### config.mk
export PLATFORM = sky130hd
export DESIGN_NAME = imem_if
export DESIGN_NICKNAME = d
export VERILOG_FILES = /design/src/rtl/imem_if.sv
export SDC_FILE = /design/constraint.sdc
export NUM_CORES = 1
export LEC_CHECK = 0
export ABC_AREA = 1
export CAP_MARGIN = 25
export CORE_MARGIN = 2
export CORE_UTILIZATION = 35
export DETAILED_ROUTE_END_ITERATION = 10
export PLACE_DENSITY = 0.65
export SLEW_MARGIN = 20
export SYNTH_ARGS = -nofsm -noshare
export SYNTH_HDL_FRONTEND = slang
export SYNTH_SLANG_ARGS = --single-unit
### constraint.sdc
create_clock -name clk -period 2.1 [get_ports clk]
set_input_delay 0.21 -clock clk [delete_from_list [all_inputs] [get_ports clk]]
set_output_delay 0.21 -clock clk [all_outputs]
set_load 0.02 [all_outputs]
### src/rtl/imem_if.sv
// Instruction-memory fetch interface: one outstanding read, 2-entry in-order
// decode buffer, flush with discard of the in-flight response.
module imem_if #(
    parameter logic [31:0] NOP_INSTR  = 32'h0000_0013,
    parameter logic [31:0] RESET_PC_D = 32'h0000_0000
) (
    input  logic        clk,
    input  logic        rst,
    input  logic [31:0] PC_f,
    input  logic        flush,
    output logic        fetch_stall,
    output logic        mem_req,
    output logic [31:0] mem_addr,
    input  logic        mem_gnt,
    input  logic        mem_rvalid,
    input  logic [31:0] mem_rdata,
    output logic        instr_valid,
    output logic [31:0] instr_d,
    output logic [31:0] PC_d,
    input  logic        decode_ready
);

    typedef enum logic [1:0] {
        ST_IDLE    = 2'd0,
        ST_BUSY    = 2'd1,
        ST_FLUSHED = 2'd2
    } state_e;

    state_e      state_r;
    logic [31:0] pending_pc_r;
    logic [1:0]  count_r;
    logic [31:0] e0_instr_r;
    logic [31:0] e0_pc_r;
    logic [31:0] e1_instr_r;
    logic [31:0] e1_pc_r;
    logic        instr_valid_r;
    logic [31:0] instr_d_r;
    logic [31:0] pc_d_r;

    logic [1:0]  count_next_s;
    logic [31:0] e0_instr_next_s;
    logic [31:0] e0_pc_next_s;
    logic [31:0] e1_instr_next_s;
    logic [31:0] e1_pc_next_s;
    logic        push_s;
    logic        pop_s;
    logic        req_s;
    logic        grant_s;

    // Push/pop qualification; reset and flush suppress both.
    always_comb begin
        push_s = 1'b0;
        pop_s  = 1'b0;
        if (rst || flush) begin
            push_s = 1'b0;
            pop_s  = 1'b0;
        end else begin
            push_s = (state_r == ST_BUSY) && mem_rvalid;
            pop_s  = (count_r != 2'd0) && decode_ready;
        end
    end

    // Next buffer contents and occupancy (entry 0 is the head).
    always_comb begin
        e0_instr_next_s = e0_instr_r;
        e0_pc_next_s    = e0_pc_r;
        e1_instr_next_s = e1_instr_r;
        e1_pc_next_s    = e1_pc_r;
        count_next_s    = count_r;
        if (rst || flush) begin
            count_next_s = 2'd0;
        end else begin
            case ({push_s, pop_s})
                2'b10: begin
                    if (count_r == 2'd0) begin
                        e0_instr_next_s = mem_rdata;
                        e0_pc_next_s    = pending_pc_r;
                        count_next_s    = 2'd1;
                    end else if (count_r == 2'd1) begin
                        e1_instr_next_s = mem_rdata;
                        e1_pc_next_s    = pending_pc_r;
                        count_next_s    = 2'd2;
                    end else begin
                        count_next_s = count_r;
                    end
                end
                2'b01: begin
                    e0_instr_next_s = e1_instr_r;
                    e0_pc_next_s    = e1_pc_r;
                    count_next_s    = count_r - 2'd1;
                end
                2'b11: begin
                    // Simultaneous push and pop: occupancy unchanged, order kept.
                    if (count_r == 2'd2) begin
                        e0_instr_next_s = e1_instr_r;
                        e0_pc_next_s    = e1_pc_r;
                        e1_instr_next_s = mem_rdata;
                        e1_pc_next_s    = pending_pc_r;
                    end else begin
                        e0_instr_next_s = mem_rdata;
                        e0_pc_next_s    = pending_pc_r;
                    end
                    count_next_s = count_r;
                end
                default: begin
                    count_next_s = count_r;
                end
            endcase
        end
    end

    // Request only when no response is owed (or it lands now) and space remains.
    always_comb begin
        req_s = 1'b0;
        if (rst) begin
            req_s = 1'b0;
        end else begin
            req_s = ((state_r == ST_IDLE) || mem_rvalid) && (count_next_s < 2'd2);
        end
    end

    assign grant_s     = req_s & mem_gnt;
    assign mem_req     = req_s;
    assign mem_addr    = PC_f;
    assign fetch_stall = ~grant_s;

    // Outstanding-request FSM and address of the pending request.
    always_ff @(posedge clk) begin
        if (rst) begin
            state_r      <= ST_IDLE;
            pending_pc_r <= 32'h0000_0000;
        end else begin
            if (grant_s) begin
                pending_pc_r <= PC_f;
            end
            case (state_r)
                ST_IDLE: begin
                    state_r <= grant_s ? ST_BUSY : ST_IDLE;
                end
                ST_BUSY: begin
                    if (grant_s) begin
                        state_r <= ST_BUSY;
                    end else if (mem_rvalid) begin
                        state_r <= ST_IDLE;
                    end else if (flush) begin
                        state_r <= ST_FLUSHED;
                    end else begin
                        state_r <= ST_BUSY;
                    end
                end
                ST_FLUSHED: begin
                    if (grant_s) begin
                        state_r <= ST_BUSY;
                    end else if (mem_rvalid) begin
                        state_r <= ST_IDLE;
                    end else begin
                        state_r <= ST_FLUSHED;
                    end
                end
                default: begin
                    state_r <= ST_IDLE;
                end
            endcase
        end
    end

    // Buffer storage and registered decode-side outputs.
    always_ff @(posedge clk) begin
        if (rst) begin
            count_r       <= 2'd0;
            e0_instr_r    <= 32'h0000_0000;
            e0_pc_r       <= 32'h0000_0000;
            e1_instr_r    <= 32'h0000_0000;
            e1_pc_r       <= 32'h0000_0000;
            instr_valid_r <= 1'b0;
            instr_d_r     <= NOP_INSTR;
            pc_d_r        <= RESET_PC_D;
        end else begin
            count_r       <= count_next_s;
            e0_instr_r    <= e0_instr_next_s;
            e0_pc_r       <= e0_pc_next_s;
            e1_instr_r    <= e1_instr_next_s;
            e1_pc_r       <= e1_pc_next_s;
            instr_valid_r <= (count_next_s != 2'd0);
            instr_d_r     <= (count_next_s != 2'd0) ? e0_instr_next_s : NOP_INSTR;
            pc_d_r        <= (count_next_s != 2'd0) ? e0_pc_next_s : RESET_PC_D;
        end
    end

    assign instr_valid = instr_valid_r;
    assign instr_d     = instr_d_r;
    assign PC_d        = pc_d_r;

endmodule

# Yosys cells after proc, flatten, opt, wreduce, memory -nomap -nowiden
# Cells that the tools add are included.
[word_totals]
register_bits = 229
in_bits = 70
output_inout_bits = 99
wordCells = 68
[op_classes]
addsub = 1
n_lt_le_gt_ge = 1
n_eq_ne = 10
muxes = 30
bitwise_logic = 4
reduce_logical = 12
[ops]
columns = ["operator", "count"]
rows = [
  ["$mux 32", 12],
  ["$pmux 32 s3", 2],
  ["$pmux 32 s2", 2],
  ["$mux 2", 8],
  ["$eq 2x2->1 const B", 4],
  ["$eq 2x1->1 const B", 3],
  ["$ne 2x2->1 const B", 3],
  ["$pmux 2 s3", 1],
  ["$reduce_bool 2->1", 3],
  ["$reduce_and 5->1", 1],
  ["$logic_not 2->1", 2],
  ["$mux 1", 4],
  ["$pmux 2 s2", 1],
  ["$logic_and 1x1->1", 3],
  ["$not 1->1", 3],
  ["$logic_or 1x1->1", 2],
  ["$lt 2x2->1 const B", 1],
  ["$reduce_or 2->1", 1],
  ["$sub 2x1->2 const B", 1],
  ["$and 1x1->1", 1],
]

# Logic depth before layout (Yosys ltp)
# Gate-level depths: netlist (run 1).
[logic_depth]
ltp_word = 12
depth_mapped = 15
ltp_nobuf = 14

# Worst setup path after synthesis (run 1)
# Ideal clock, no wire load.
[synth_timing]
path_type = "register to output"
from = "reg state_r[0]"
to = "out mem_req"
arrival_time_ns = 2.221
required_time_ns = 1.890
path_slack_ns = -0.331
path_stages_with_launch = 11
n_path_buf = 1
cell_sequence = "dfxtp_1 -> inv_1 -> nor4_1 -> inv_1 -> ha_1 -> inv_1 -> nand3_1 -> nand2_2 -> buf_2 -> inv_1 -> nor3_1"
[synth_via]
elab_chain_cells = 9
word_cells_on_any_way = 12
classes_between = "order compare (1); eq/ne (3); mux (4); reduce/logical (4)"
[synth_lines]
columns = ["element", "line", "rtl"]
rows = [
  ["start: declaration", "29", "state_e state_r;"],
  ["start signal: assignment", "138", "state_r <= grant_s ? ST_BUSY : ST_IDLE;"],
  ["$eq 2x1->1", "58", "push_s = (state_r == ST_BUSY) && mem_rvalid;"],
  ["$logic_and 1x1->1", "58", ""],
  ["$mux 1", "54", "if (rst || flush) begin"],
  ["$eq 2x1->1 / $eq 2x2->1 (equally long branches)", "73", "case ({push_s, pop_s})"],
  ["$pmux 2 s2", "73", ""],
  ["$mux 2", "70", "if (rst || flush) begin"],
  ["$lt 2x2->1", "118", "req_s = ((state_r == ST_IDLE) || mem_rvalid) && (count_next_s < 2'd2);"],
  ["$logic_and 1x1->1 *", "118", ""],
  ["$mux 1 *", "115", "if (rst) begin"],
  ["end: declaration", "12", "output logic mem_req,"],
]
# Every way passes the cells marked *; elsewhere a longest branch is shown, timed or not.

# Worst setup path after layout (run 1)
[layout_timing]
from = "reg state_r[1]"
to = "out mem_req"
# The elaborated chain is that of the path after synthesis.

==> impl_metrics.yaml, run 1 <==
status:
  outcome: "finished, violations left"
  violations: "setup timing"
critical_path:
  cpMostUsedCell: "inv_2"
  start_kind: "flip-flop"
  criticalPathCategory: "flip-flop to output port"
  critPathCaptureType: "output port"
  crit_start: "state_r[1]"
  slowest_stage: "dfxtp_2"
  critPathMaxFanout: 3
  r2r_start: "count_r[1]"
  cp.arrival_ps: 2180
  max_stage_delay_ps: 330
  path_cells: "nor4_4 > inv_2 > ha_4 > inv_4 > nor2_2 > nor2_1 > nand2_2 > inv_2 > nor3_4 > buf_6"
  cp.required_ps: 1890
placed_design:
  place_area_um2: 12000
  numPortBuffers: 168
  dp_hpwl_mm: 15.1
  place_congestion: 0.820
  dp_cells: 1972
synth:
  synthTopCellsByArea: "dfxtp_1 46%, nand2_1 20%, inv_1 9.8%, nor2_1 6.3%, buf_4 3.8%"
  ys_warn_count: 0
  yosys.area_share.simple_pct: 28.9
  synth_xor_area_share_pct: 0
  ys.flop_type: "dfxtp_1"
  synth_cell_types: 25
  synth-edff-count: 0
  synth_cells: 1478
  synth_seq_cells: 229
  synth_top_family_by_area: "simple AND/OR/NAND/NOR gates"
  syn-num-nets: 1555
  synth_mux_area_share_pct: 0
  synth_common_cells: "515 x nand2_1, 259 x inv_1, 229 x dfxtp_1"
  yosysTopAreaCellShare_pct: 46.3
  synth_area_per_cell_um2: 6.69
  yosysTopAreaCell: "dfxtp_1"
  synth_fa_ha_area_share_pct: 0.885
  yosysMostFrequentCell: "nand2_1"
  ys_async_sr_fraction_pct: 0
  synth_compound_area_share_pct: 6.96
  synth_seq_area_share_pct: 46.3
  synth_area_um2: 9890
timing:
  setup-tns-final_ps: -25440
  relSlewSlack_pct: 33.2
  hold_viol: 0
  skew_ps: 9.12
  finalSetupViolCount: 220
  rsz0062_at_grt: "yes"
  fin_crit_ps: 2390
  setup_slack_ps: -293
  tightest_slew_ps: 1000
  fmax_ghz: 0.418
  slew_viol_final: 0
  period_share_pct: 114
grt:
  grt_first_pass_wirelength_mm: 45.9
  grtUsageMet1_pct: 26.0
  grt_usage_pct: 19.8
  grtUsageMet3_pct: 3.02
  first_global_vias: 8970
  grt_max_degree: 98
  gr-total-overflow: 0
  gr-usage-met2_pct: 33.8
  grt_antenna_before_repair: 0
  busiest_layer: "met2"
power_and_ir_drop:
  power_switching_uw: 2220
  switching_share_pct: 23.1
  cell_internal_pwr_uw: 7410
  ir_drop_v: 0.000497
  power_frac_comb_pct: 8.1
  p_leak_uw: 0.00763
  seq_power_share_pct: 46.1
  power_density_nw_per_um2: 615
  pwr-share-clk_pct: 45.8
clock_tree:
  cts_buffers: 25
  cts_max_level: 1
  worstSkewPairLatency_ps: 520
  hold_buffers: 0
  cts_buffer_depth: 3
  cts_tree: "built"
  clkSlewWorstSetupHoldPaths_ps: 60
  cts.sinks: 229
  cts_root_buffer: "clkbuf_16"
routing:
  ant_nets: 0
  avgRoutedWirePerCell_um: 15.1
  drt_wl_total_mm: 31.5
  post_drt_via_cell_ratio: 4.51
  drt-initial-drc-count: 595
  num_vias: 9406
  drt_first_pass_iters: 4
  drcViolationCount: 0
die:
  die_w_um: 172
  initial_core_util_pct: 35.6
  die_y_um: 172
  die_area_um2: 29600
  rows: 61
  coreArea_um2: 27800
  design.portCount: 169
hold_path:
  min_path_type: "input pin to flip-flop"
  hold_start: "mem_rvalid"
finish:
  diodes: 0
  area_growth_pct: 58.3
  fin_area_um2: 15700
  final_cell_count_no_fill: 2087
  fin_nets: 1772
  drive_above_1_share_pct: 27.4
job:
  cap_violations: 0
[registers in the layout, indices dropped and copies added, names as in the netlist]
name and cells:
pending_pc_r 32, e1_pc_r 32, PC_d 32, instr_d 32
count_r 2, e1_instr_r 32, instr_valid 1, state_r 2
e0_instr_r 32, e0_pc_r 32
[critical path: cells and delay by family, from the launching register on]
kind	cells	cell delay (ps)
and+or+nand+nor	5	710
DFF	1	330
buffers and inverters	4	340
adders and majority gates	1	290
[final cells by class]
type                    count  area (um^2)
clock buffers              35          703
clock inverters             6          105
fillers                  2431        12100
inverters                 269         1020
multi-input cells         872         4930
flip-flops and latches    229         4590
well taps                 378          473
repair buffers            298         3840
[per-stage QoR]
step	utilization (%)	setup WS, ps	hold slack, ps	power [uW]
2_1_floorplan	-	12.5	289	4880
3_3_place_gp	43.2	-711	448	5150
3_5_place_dp	43.2	-772	452	5150
4_1_cts	53.5	-230	314	9630
5_1_grt	56.4	-418	358	9960
6_report	56.4	-293	349	9640
[layer usage]
metal	part of all wire (%)	vias to the layer above	routed length, um
met2	48	220	15100
met5	0	-	0
li1	-	4789	-
met3	5.3	66	1650
met1	44	4331	14000
met4	2.6	0	805
[power groups by stage]
stage / registers, uW / clock network, uW / logic (uW)
2_1_floorplan: 4510 / 0 / 368
3_3_place_gp: 4510 / 0 / 631
3_5_place_dp: 4520 / 0 / 634
4_1_cts: 4430 / 4490 / 705
5_1_grt: 4440 / 4670 / 853
6_report: 4440 / 4410 / 778
[final timing paths]
kind	end	slack, ps	depth (start not counted)
hold / removal	state_r[1]	350	3
setup reg to reg	PC_d[19]	-230	17
setup / recovery	mem_req	-290	10
hold reg to reg	e1_instr_r[14]	470	2
[cells in the final DEF, fill, tap and decap left out, types with 2 or more instances in the layout]
cell | Yosys | final
nand2_1 | 515 | 345
inv_1 | 259 | 252
dfxtp_1 | 229 | 226
clkdlybuf4s50_1 | 0 | 165
nor2_1 | 167 | 149
nand2_2 | 3 | 104
nand2_4 | 0 | 67
o21ai_2 | 0 | 41
buf_4 | 50 | 40
a21oi_1 | 66 | 36
buf_12 | 0 | 34
nand4_1 | 32 | 32
a21oi_2 | 1 | 30
clkbuf_16 | 0 | 30
buf_16 | 0 | 24
o21ai_1 | 40 | 19
nor2_2 | 1 | 18
buf_6 | 6 | 15
inv_2 | 10 | 12
buf_8 | 0 | 12
clkbuf_1 | 18 | 6
o21ai_4 | 1 | 5
nand3_1 | 8 | 5
ha_4 | 0 | 5
inv_4 | 0 | 4
clkinv_2 | 0 | 4
clkbuf_8 | 0 | 4
nand3_4 | 0 | 3
bufinv_16 | 0 | 3
dfxtp_2 | 0 | 3
nor3_4 | 0 | 2
nand2_8 | 0 | 2
ha_1 | 7 | 2
bufbuf_16 | 0 | 2
[kinds of logic (layout without fill, tap and decap cells)]
logic type,Yosys count,after routing
AND/OR/NAND/NOR,731,731
flip-flops,229,229
buffers and inverters,377,608
AO/OA/AOI/OAI,134,134
adder cells (fa/ha/maj),7,7
[what timing repair did]
item                                    in CTS  in global routing
cloned                                      30                  7
pin swaps                                  102                143
buffers inserted                            47                  6
resized for setup                          262                230
endpoints found under the setup margin     228                228
No activity file was read; power rests on OpenSTA's default activity.
==> inputs of run 2 (changes only) <==
--- a/config.mk
+++ b/config.mk
@@ -9,6 +9,7 @@
 export CAP_MARGIN = 25
 export CORE_MARGIN = 2
 export CORE_UTILIZATION = 35
+export CTS_CLUSTER_SIZE = 12
 export DETAILED_ROUTE_END_ITERATION = 10
 export PLACE_DENSITY = 0.65
 export SLEW_MARGIN = 20
==> impl_metrics.yaml, run 2 (synthesis results as in run 1) <==
status:
  outcome: "finished, violations left"
  violations: "setup timing"
clock_tree:
  cts_tree: "built"
  cts_root_buffer: "clkbuf_16"
  cts_max_level: 1
  cts_buffers: 25
  hold_buffers: 0
  worstSkewPairLatency_ps: 520
  cts_buffer_depth: 3
  clkSlewWorstSetupHoldPaths_ps: 60
  cts.sinks: 229
timing:
  setup_slack_ps: -264
  relSlewSlack_pct: 30.7
  skew_ps: 6.98
  slew_viol_final: 0
  period_share_pct: 113
  fmax_ghz: 0.423
  tightest_slew_ps: 1040
  rsz0062_at_grt: "yes"
  hold_viol: 0
  fin_crit_ps: 2360
  finalSetupViolCount: 218
  setup-tns-final_ps: -19680
critical_path:
  cpMostUsedCell: "inv_2"
  critPathCaptureType: "output port"
  max_stage_delay_ps: 330
  critPathMaxFanout: 3
  cp.required_ps: 1890
  path_cells: "nor4_4 > inv_2 > ha_4 > inv_4 > nor2_2 > nor2_1 > nand2_2 > inv_2 > nor3_4 > buf_6"
  crit_family: "simple AND/OR/NAND/NOR gates"
  cp.arrival_ps: 2150
  slowest_stage: "dfxtp_2"
  criticalPathCategory: "flip-flop to output port"
  start_kind: "flip-flop"
  crit_buf_inv: 4
placed_design:
  dp_hpwl_mm: 15.1
  place_area_um2: 12000
  place_congestion: 0.820
  numPortBuffers: 168
job:
  cap_violations: 0
die:
  coreArea_um2: 27800
  design.portCount: 169
  die_area_um2: 29600
  rows: 61
  die_y_um: 172
  die_w_um: 172
  initial_core_util_pct: 35.6
routing:
  num_vias: 9473
  ant_nets: 0
  drcViolationCount: 0
  drt_wl_total_mm: 30.7
  drt_first_pass_iters: 5
  avgRoutedWirePerCell_um: 14.7
  post_drt_via_cell_ratio: 4.55
  drt-initial-drc-count: 650
power_and_ir_drop:
  power_density_nw_per_um2: 599
  ir_drop_v: 0.000485
  p_leak_uw: 0.00730
  power_uw: 9130
finish:
  fin_area_um2: 15200
  seqCellArea_um2: 4590
  fin_nets: 1771
  layout_commonest_cell: "nand2_1"
  drive_above_1_share_pct: 25.6
  final_cell_mix: "376 x nand2_1, 251 x inv_1, 226 x dfxtp_1"
  utilization_pct: 54.9
  diodes: 0
  area_growth_pct: 54.1
  multi_input_area_um2: 4710
  num-fill-cells: 2509
grt:
  grt_max_degree: 98
  gr-total-overflow: 0
  grt_first_pass_wirelength_mm: 43.1
  grt_antenna_before_repair: 0
  first_global_vias: 8711
  grt_usage_pct: 18.2
hold_path:
  min_path_type: "input pin to flip-flop"
-- run 2: cell count changes in the layout (fill, tap and decap cells not counted), moves of 6 or more --
cell / previous run / this run
buf_16: 24 / 11
nor2_1: 149 / 139
nand2_4: 67 / 43
nor2_4: 1 / 7
nand2_1: 345 / 376
clkbuf_16: 30 / 42
nand2_2: 104 / 98
-- run 2: area by class of cell --
class,instances,area share [%]
clock buffer,35,4.48
clock inverter,3,0.123
inverter,269,6.68
multi-input combinational,872,30.9
sequential,229,30.1
tap,378,3.10
timing repair buffer,297,24.7
-- run 2: path summary, 6_finish.rpt --
kind | start | endpoint | slack (ps) | cells after the start
setup / recovery | state_r[1] | mem_req | -260 | 10
hold / removal | mem_rdata[2] | e1_instr_r[2] | 340 | 5
hold reg to reg | e0_instr_r[4] | instr_d[4] | 470 | 2
setup reg to reg | count_r[1] | pending_pc_r[18] | -170 | 17
-- run 2: per-layer routing --
layer / vias to the layer above / part of all wire, % / GRT usage, %
li1: 4786 / - / -
met1: 4385 / 46 / 23.9
met2: 245 / 47 / 31.1
met3: 57 / 4.7 / 2.38
met4: 0 / 2.8 / 5.52
met5: - / 0 / 0
-- run 2: power by group --
group          internal [uW]  switching [uW]  total, uW
combinational            333             418        752
sequential              4400            41.9       4440
clock                   2230            1710       3940
total                   6960            2170       9130
-- run 2: tightest hold or removal path, cell delays in order --
cell             delay (ps)
clkdlybuf4s50_1         420
inv_1                    60
nand2_1                  40
nand2_1                  50
nor2_1                   30
-- run 2: stage by stage --
step | cells | setup slack [ps] | hold slack (ps)
after floorplan | 1478 | 12.5 | 289
after global placement | 1972 | -711 | 448
after detailed placement | 1972 | -772 | 452
after CTS | 2060 | -223 | 308
after global routing | 2083 | -422 | 359
final | 2083 | -264 | 342
-- run 2: timing repair --
action | 4_1_cts | 5_1_grt
cloned | 17 | 21
pin swaps | 35 | 110
resized for setup | 122 | 303
setup endpoints to repair | 228 | 228
buffers inserted | 33 | 14
==> inputs of run 3 (changes only) <==
--- a/config.mk
+++ b/config.mk
@@ -7,11 +7,13 @@
 export LEC_CHECK = 0
 export ABC_AREA = 1
 export CAP_MARGIN = 25
+export CELL_PAD_IN_SITES_DETAIL_PLACEMENT = 1
+export CELL_PAD_IN_SITES_GLOBAL_PLACEMENT = 2
 export CORE_MARGIN = 2
-export CORE_UTILIZATION = 35
+export CORE_UTILIZATION = 29
 export CTS_CLUSTER_SIZE = 12
 export DETAILED_ROUTE_END_ITERATION = 10
-export PLACE_DENSITY = 0.65
+export PLACE_DENSITY = 0.86
 export SLEW_MARGIN = 20
 export SYNTH_ARGS = -nofsm -noshare
 export SYNTH_HDL_FRONTEND = slang
==> constraint.sdc (replaced) <==
create_clock -name clk -period 2.25 [get_ports clk]
set_input_delay 0.225 -clock clk [delete_from_list [all_inputs] [get_ports clk]]
set_output_delay 0.225 -clock clk [all_outputs]
set_load 0.02 [all_outputs]
==> impl_metrics.yaml, run 3 (synthesis results as in run 1) <==
status:
  outcome: "finished, violations left"
  violations: "setup timing"
critical_path:
  r2r_slack_ps: -200
  critPathCaptureType: "flip-flop"
  criticalPathCategory: "flip-flop to flip-flop"
  ff2ff_path_depth: 17
  start_kind: "flip-flop"
  r2r_start: "state_r[0]"
  crit_path_end: "instr_d[17]"
  critPathMaxFanout: 8
  r2r_end: "instr_d[17]"
  cp.arrival_ps: 2940
  cp.required_ps: 2740
  crit_start: "state_r[0]"
routing:
  drcViolationCount: 0
  drt_wl_total_mm: 33.5
  drt_first_pass_iters: 5
  ant_nets: 0
  num_vias: 9358
  post_drt_via_cell_ratio: 4.36
  avgRoutedWirePerCell_um: 15.6
  drt-initial-drc-count: 376
die:
  design.portCount: 169
  initial_core_util_pct: 29.5
  die_w_um: 189
  rows: 67
  coreArea_um2: 33500
  die_area_um2: 35600
  die_y_um: 189
timing:
  finalSetupViolCount: 129
  fin_crit_ps: 2450
  setup_slack_ps: -204
  slew_viol_final: 0
  hold_viol: 0
  skew_ps: 17.8
  rsz0062_at_grt: "yes"
  hold-worst-slack_ps: 193
  period_share_pct: 109
  fmax_ghz: 0.408
  relSlewSlack_pct: 43.7
  setup-tns-final_ps: -12900
  tightest_slew_ps: 845
placed_design:
  post-place-ws_ps: -657
  dp_hpwl_mm: 19.4
  place_congestion: 0.741
  dp_cells: 2051
  numPortBuffers: 168
job:
  cap_violations: 0
grt:
  grtUsageMet1_pct: 22.4
  grt_max_degree: 59
  grt_antenna_before_repair: 0
  grtUsageMet3_pct: 2.50
  busiest_layer: "met2"
  gr-usage-met2_pct: 31.5
  grt_first_pass_wirelength_mm: 50.4
  first_global_vias: 9488
  grt_usage_pct: 17.6
  gr-total-overflow: 0
clock_tree:
  hold_buffers: 0
  worstSkewPairLatency_ps: 540
  cts_root_buffer: "clkbuf_16"
  cts_buffer_depth: 3
  cts_max_level: 1
  cts_buffers: 27
  cts.sinks: 229
  cts_tree: "built"
  clkSlewWorstSetupHoldPaths_ps: 60
finish:
  num-fill-cells: 4035
  diodes: 0
  area_growth_pct: 52.5
  final_cell_mix: "357 x nand2_1, 247 x inv_1, 225 x dfxtp_1"
  final_cell_count_no_fill: 2148
  fin_nets: 1759
  drive_above_1_share_pct: 23.6
  layout_commonest_cell: "nand2_1"
power_and_ir_drop:
  power_density_nw_per_um2: 602
  p_leak_uw: 0.00692
  ir_drop_v: 0.000528
hold_path:
  min_path_type: "input pin to flip-flop"
run 3: worst min path at each step:
stage,startpoint,to,slack [ps],depth (start not counted)
3_5_place_dp,e0_instr_r[4],instr_d[4],460,2
2_1_floorplan,mem_rvalid,state_r[1],300,1
4_1_cts,rst,e0_pc_r[13],160,3
3_3_place_gp,e0_instr_r[4],instr_d[4],450,2
5_1_grt,rst,e0_pc_r[15],180,3
6_report,rst,e0_pc_r[14],190,3
run 3: critical path: stages, from the launching register on:
cell	delay (ps)
dfxtp_2	340
inv_2	50
nor4_4	300
inv_2	90
buf_4	150
buf_6	100
buf_4	110
buf_4	130
ha_4	150
nor2_4	140
buf_12	140
buf_12	140
buf_12	120
buf_16	150
nand2_2	90
nand2_1	80
nand2_1	60
inv_1	50
run 3: power by group:
group | internal [uW] | total, uW | switching [uW]
logic | 296 | 677 | 380
clock network | 2540 | 4270 | 1730
registers | 4100 | 4130 | 25.5
total | 6940 | 9080 | 2130
run 3: layer usage:
metal	up-vias	part of all wire [%]	wire (um)
li1	4732	-	-
met1	4398	44	14900
met4	0	1.9	631
met5	-	0	0
met3	46	3.9	1300
met2	182	50	16700
run 3: through the flow:
stage / total power, uW / cell area [um^2] / utilization, %
after floorplan: 4550 / 9900 / -
after global placement: 4820 / 12200 / 36.3
after detailed placement: 4830 / 12200 / 36.3
after CTS: 9170 / 14200 / 42.3
after global routing: 9450 / 15100 / 45.0
final: 9080 / 15100 / 45.0
run 3: final cells by class:
class	count	area, um^2	area share [%]
Multi-Input combinational cell	873	4720	31.3
Sequential cell	229	4590	30.4
Tap cell	448	561	3.72
Clock buffer	42	802	5.32
Clock inverter	5	53.8	0.357
Inverter	269	1020	6.79
Timing Repair Buffer	282	3330	22.1
run 3: repair_timing:
item / in CTS / in global routing
setup endpoints to repair: 184 / 227
gates cloned: 15 / 8
endpoints found under the hold margin: 0 / 0
pin swaps: 27 / 34
gates resized for setup: 153 / 223
setup buffers: 31 / 6
==> RTL change 1, RTL diff (flow settings as in run 2) <==
The 3 states of `state_e` get a one-hot encoding in 3 bits.
--- a/src/rtl/imem_if.sv
+++ b/src/rtl/imem_if.sv
@@ -22,6 +22,6 @@
 
-    typedef enum logic [1:0] {
-        ST_IDLE    = 2'd0,
-        ST_BUSY    = 2'd1,
-        ST_FLUSHED = 2'd2
+    typedef enum logic [2:0] {
+        ST_IDLE    = 3'b001,
+        ST_BUSY    = 3'b010,
+        ST_FLUSHED = 3'b100
     } state_e;
Function: no difference found for any inputs over 4 cycles, from zero or initial values and one cycle with rst high; so few cycles prove little.
==> RTL change 1 against run 2 <==
The run still ends with setup timing left; synthesized cell count is 10% lower; clock skew rose by 0.0085 ns; sequential cell count grew 1; area after synthesis shrank 3.6%; final cell count shrank 9.6%; non-clock buffer count down 19; maximum frequency decreased by 2.2%; worst hold slack better by 0.00069 ns; cell area fell by 1.9%; die area fell by 3.5%; setup slack lost 0.054 ns; power is 5.9% higher; utilization increased by 0.79 points; wire length increased by 2.4%; largest cell class is now flip-flops and latches.
==> RTL change 1: results (changes against run 2) <==
Distinct cells, synth: 26 (+4.0%)
WL met2: 15.3 mm (+7.3%)
Dpl hpwl: 14.5 mm (-3.8%)
R2r setup slk: -0.22 ns (-0.05 ns)
Final setup margin: -0.318 ns (-0.0543 ns)
Hold Startpoint: mem_rdata[10]
Met3 WL post-DR: 1.62 mm (+11%)
Layout cells sized above 1: 0.276 (+0.0199)
GRT met1 Usage: 0.258 (+0.0196)
Met2 Resource Use GR: 0.353 (+0.0415)
Setup violators final: 173 (-21%)
Total GRT Usage: 0.201 (+0.0191)
Dpl cells: 1773 (-10%)
Slew headroom: 0.406 (+0.0988)
Beginning of the critical path: state_r[0]
Layout Cells excl Fill: 1883 (-9.6%)
Combinational fraction of design power: 0.070 (-0.012)
Comb pwr: 672 uW (-11%)
Synth cell count leaders: 393 x nand2_1, 233 x inv_1, 230 x dfxtp_1, 130 x a21oi_1, 130 x o21ai_0
Sw Ratio: 0.233 (-0.00372)
Hold WS: 0.343 ns (+0.000687 ns)
Outcome: finished, violations left
Clock power share: 0.468 (+0.037)
Compound-cell area share of the yosys netlist: 0.140 (+0.0700)
Vias per inst: 4.77 (+5.0%)
Post-synthesis sequential area ratio: 0.483 (+0.0193)
Worst-path clk slew: 0.06 ns (about the same)
Syn_nets: 1403 (-9.8%)
Final Skew: 0.0155 ns (+0.00854 ns)
Critical path arrival: 2.21 ns (+0.06 ns)
Fillers: 2397 (-4.5%)
Worst slack, placed: -0.463 ns (+0.309 ns)
GR Util met3: 0.0285 (+0.00472)
Syn Inst Count: 1326 (-10%)
Routability congestion estimate: 0.759 (-7.5%)
Crit Path Max Fanout: 2 (-1)
Reg2Reg Depth: 14 (-3)
Crit Reg-Reg Endpoint: e1_pc_r[7]
Peak VDD IR: 0.000537 V (+11%)
Reg-to-reg startpoint: state_r[0]
Setup TNS: -18.63 ns (+1.05 ns)
Number of global-route vias before repair: 8651 (-0.69%)
Synth Area in Adders: 0.00918 (+0.000329)
First-pass GRT wire length: 45.8 mm (+6.2%)
Hold EP: e1_instr_r[10]
Avg WL per Cell: 16.7 um (+13%)
Failing checks: setup timing
TritonCTS Buffers: 26 (+4.0%)
Largest net degree at the start of global routing: 99 (+1.0%)
[RTL change 1: cell types whose count changed in the layout (fill, tap and decap cells not counted), sizes merged, moves of 2 or more]
cell / change
inv: -30
nand2: -122
buf: -13
bufbuf: -2
nor2: -130
a21oi: +65
clkbuf: +2
o21ai: +65
[RTL change 1: worst min-delay path, delay by kind of cell]
kind / cells / cell delay (ns)
compound gates: 2 / 0.18
buf+inv: 1 / 0.44
[RTL change 1: cell type report]
cell class                      count  area [um^2]  share of cell area
Sequential cell                   230         4610               0.308
Multi-Input combinational cell    750         4600               0.307
Timing Repair Buffer              278         3570               0.239
Inverter                          237          907              0.0606
Clock buffer                       41          788              0.0527
Tap cell                          341          427              0.0285
Clock inverter                      6         61.3             0.00410
[RTL change 1: repair_timing]
item / 4_1_cts / 5_1_grt
endpoints found under the hold margin: 0 / 0
gates cloned: 23 / 14
buffers inserted: 17 / 15
setup endpoints to repair: 229 / 229
resized for setup: 332 / 188
pin swaps: 53 / 66
==> RTL change 2, RTL diff (flow settings as in run 2) <==
Made on the original files. Set the parameter `NOP_INSTR` to 32'h00000009 (it was 32'h0000_0013).
--- a/src/rtl/imem_if.sv
+++ b/src/rtl/imem_if.sv
@@ -3,3 +3,3 @@
 module imem_if #(
-    parameter logic [31:0] NOP_INSTR  = 32'h0000_0013,
+    parameter logic [31:0] NOP_INSTR  = 32'h00000009,
     parameter logic [31:0] RESET_PC_D = 32'h0000_0000
Behaviour: not the same (Yosys sat finds a counterexample within 4 cycles, from zero or initial values and one cycle with rst high).
==> RTL change 2 against run 2 <==
The run still ends with setup timing left; die area hardly changed; non-clock buffer count is 8 higher; count of clock-buffer cells in the layout is 4 higher; cell area is 4.1% higher; global-route usage is 1.8 points higher; sequential cell count stayed put; setup slack worse by 0.049 ns; clock skew is 0.0035 ns higher; power is 6.1% higher; area after synthesis hardly changed; worst hold slack better by 0.026 ns; wire length is 8.1% higher; critical endpoint unchanged; largest power group is now the clock network.
==> RTL change 2: results (changes against run 2) <==
Fillers: 2398 (-4.4%)
Syn_nets: 1557 (+0.13%)
Root Buffer: clkbuf_16
Layout Cells excl Fill: 2100 (+0.82%)
Outcome: finished, violations left
Post-synthesis sequential area ratio: 0.463 (about the same)
Failing checks: setup timing
Final nets: 1782 (+0.62%)
First-pass GRT wire length: 46.6 mm (+8.1%)
Number of global-route vias before repair: 9075 (+4.2%)
Final setup margin: -0.313 ns (-0.0488 ns)
TritonCTS Buffers: 26 (+4.0%)
Setup violators final: 217 (-0.46%)
DR vias: 9713 (+2.5%)
Crit Path Max Fanout: 3 (unchanged)
Setup TNS: -22.74 ns (-3.06 ns)
Worst-path clk slew: 0.06 ns (about the same)
Iter 0 DRT Violations: 578 (-11%)
Worst-Margin Slew: 1.05 ns (+0.0145 ns)
Final core occ: 0.571 (+0.0224)
Leak: 7.98 nW (+9.4%)
Dpl hpwl: 15.0 mm (-0.37%)
Critical path arrival: 2.20 ns (+0.05 ns)
Layout cells sized above 1: 0.338 (+0.0823)
Worst slack, placed: -0.732 ns (+0.0392 ns)
Peak VDD IR: 0.000624 V (+29%)
Dpl cells: 1973 (+0.051%)
Total GRT Usage: 0.200 (+0.0179)
Sw Ratio: 0.238 (+0.00122)
Avg WL per Cell: 15.8 um (+7.2%)
Reg-to-reg startpoint: count_r[0]
Cells taking the most area after synthesis: dfxtp_1 46%, nand2_1 20%, inv_1 9.9%
Final Skew: 0.0104 ns (+0.00345 ns)
==> RTL change 2: power groups by stage <==
stage | clock network (mW) | registers (mW) | logic, mW
CTS | 4.49 | 4.42 | 0.691
global placement | 0 | 4.51 | 0.632
floorplan | 0 | 4.51 | 0.368
detailed placement | 0 | 4.52 | 0.635
global route | 4.70 | 4.44 | 0.853
finish | 4.46 | 4.44 | 0.789
==> RTL change 2: timing repair <==
item,in CTS,in global routing
pin swaps,59,176
gates resized for setup,158,448
buffers inserted,47,20
cloned,28,16
endpoints found under the setup margin,228,228
==> RTL change 2: layout make-up <==
| cell class | count | area share |
|---|---|---|
| Inverter | 270 | 0.0644 |
| Tap cell | 378 | 0.0298 |
| Sequential cell | 229 | 0.289 |
| Clock inverter | 6 | 0.00347 |
| Clock buffer | 39 | 0.0486 |
| Multi-Input combinational cell | 873 | 0.327 |
| Timing Repair Buffer | 305 | 0.237 |
==> RTL change 2: final timing paths <==
check                   to  slack [ns]
max                mem_req       -0.31
min          e1_instr_r[2]        0.37
max reg2reg    instr_d[21]       -0.21
min reg2reg    e1_pc_r[21]        0.46
==> RTL change 2: kinds of logic (layout without fill, tap and decap cells) <==
| kind of cell | count (synthesis) | in the layout | share of synthesized area |
|---|---|---|---|
| AOI/OAI and AO/OA | 134 | 134 | 0.0696 |
| and+or+nand+nor | 732 | 732 | 0.289 |
| buffers and inverters | 378 | 620 | 0.169 |
| DFF | 229 | 229 | 0.463 |
| adders and majority gates | 7 | 7 | 0.00885 |
==> RTL change 2: per-layer routing <==
metal,track usage,part of all wire,vias up
li1,-,-,4800
met1,0.265,0.44,4523
met2,0.336,0.48,326
met3,0.0339,0.061,64
met4,0.0548,0.024,0
met5,0,0,-
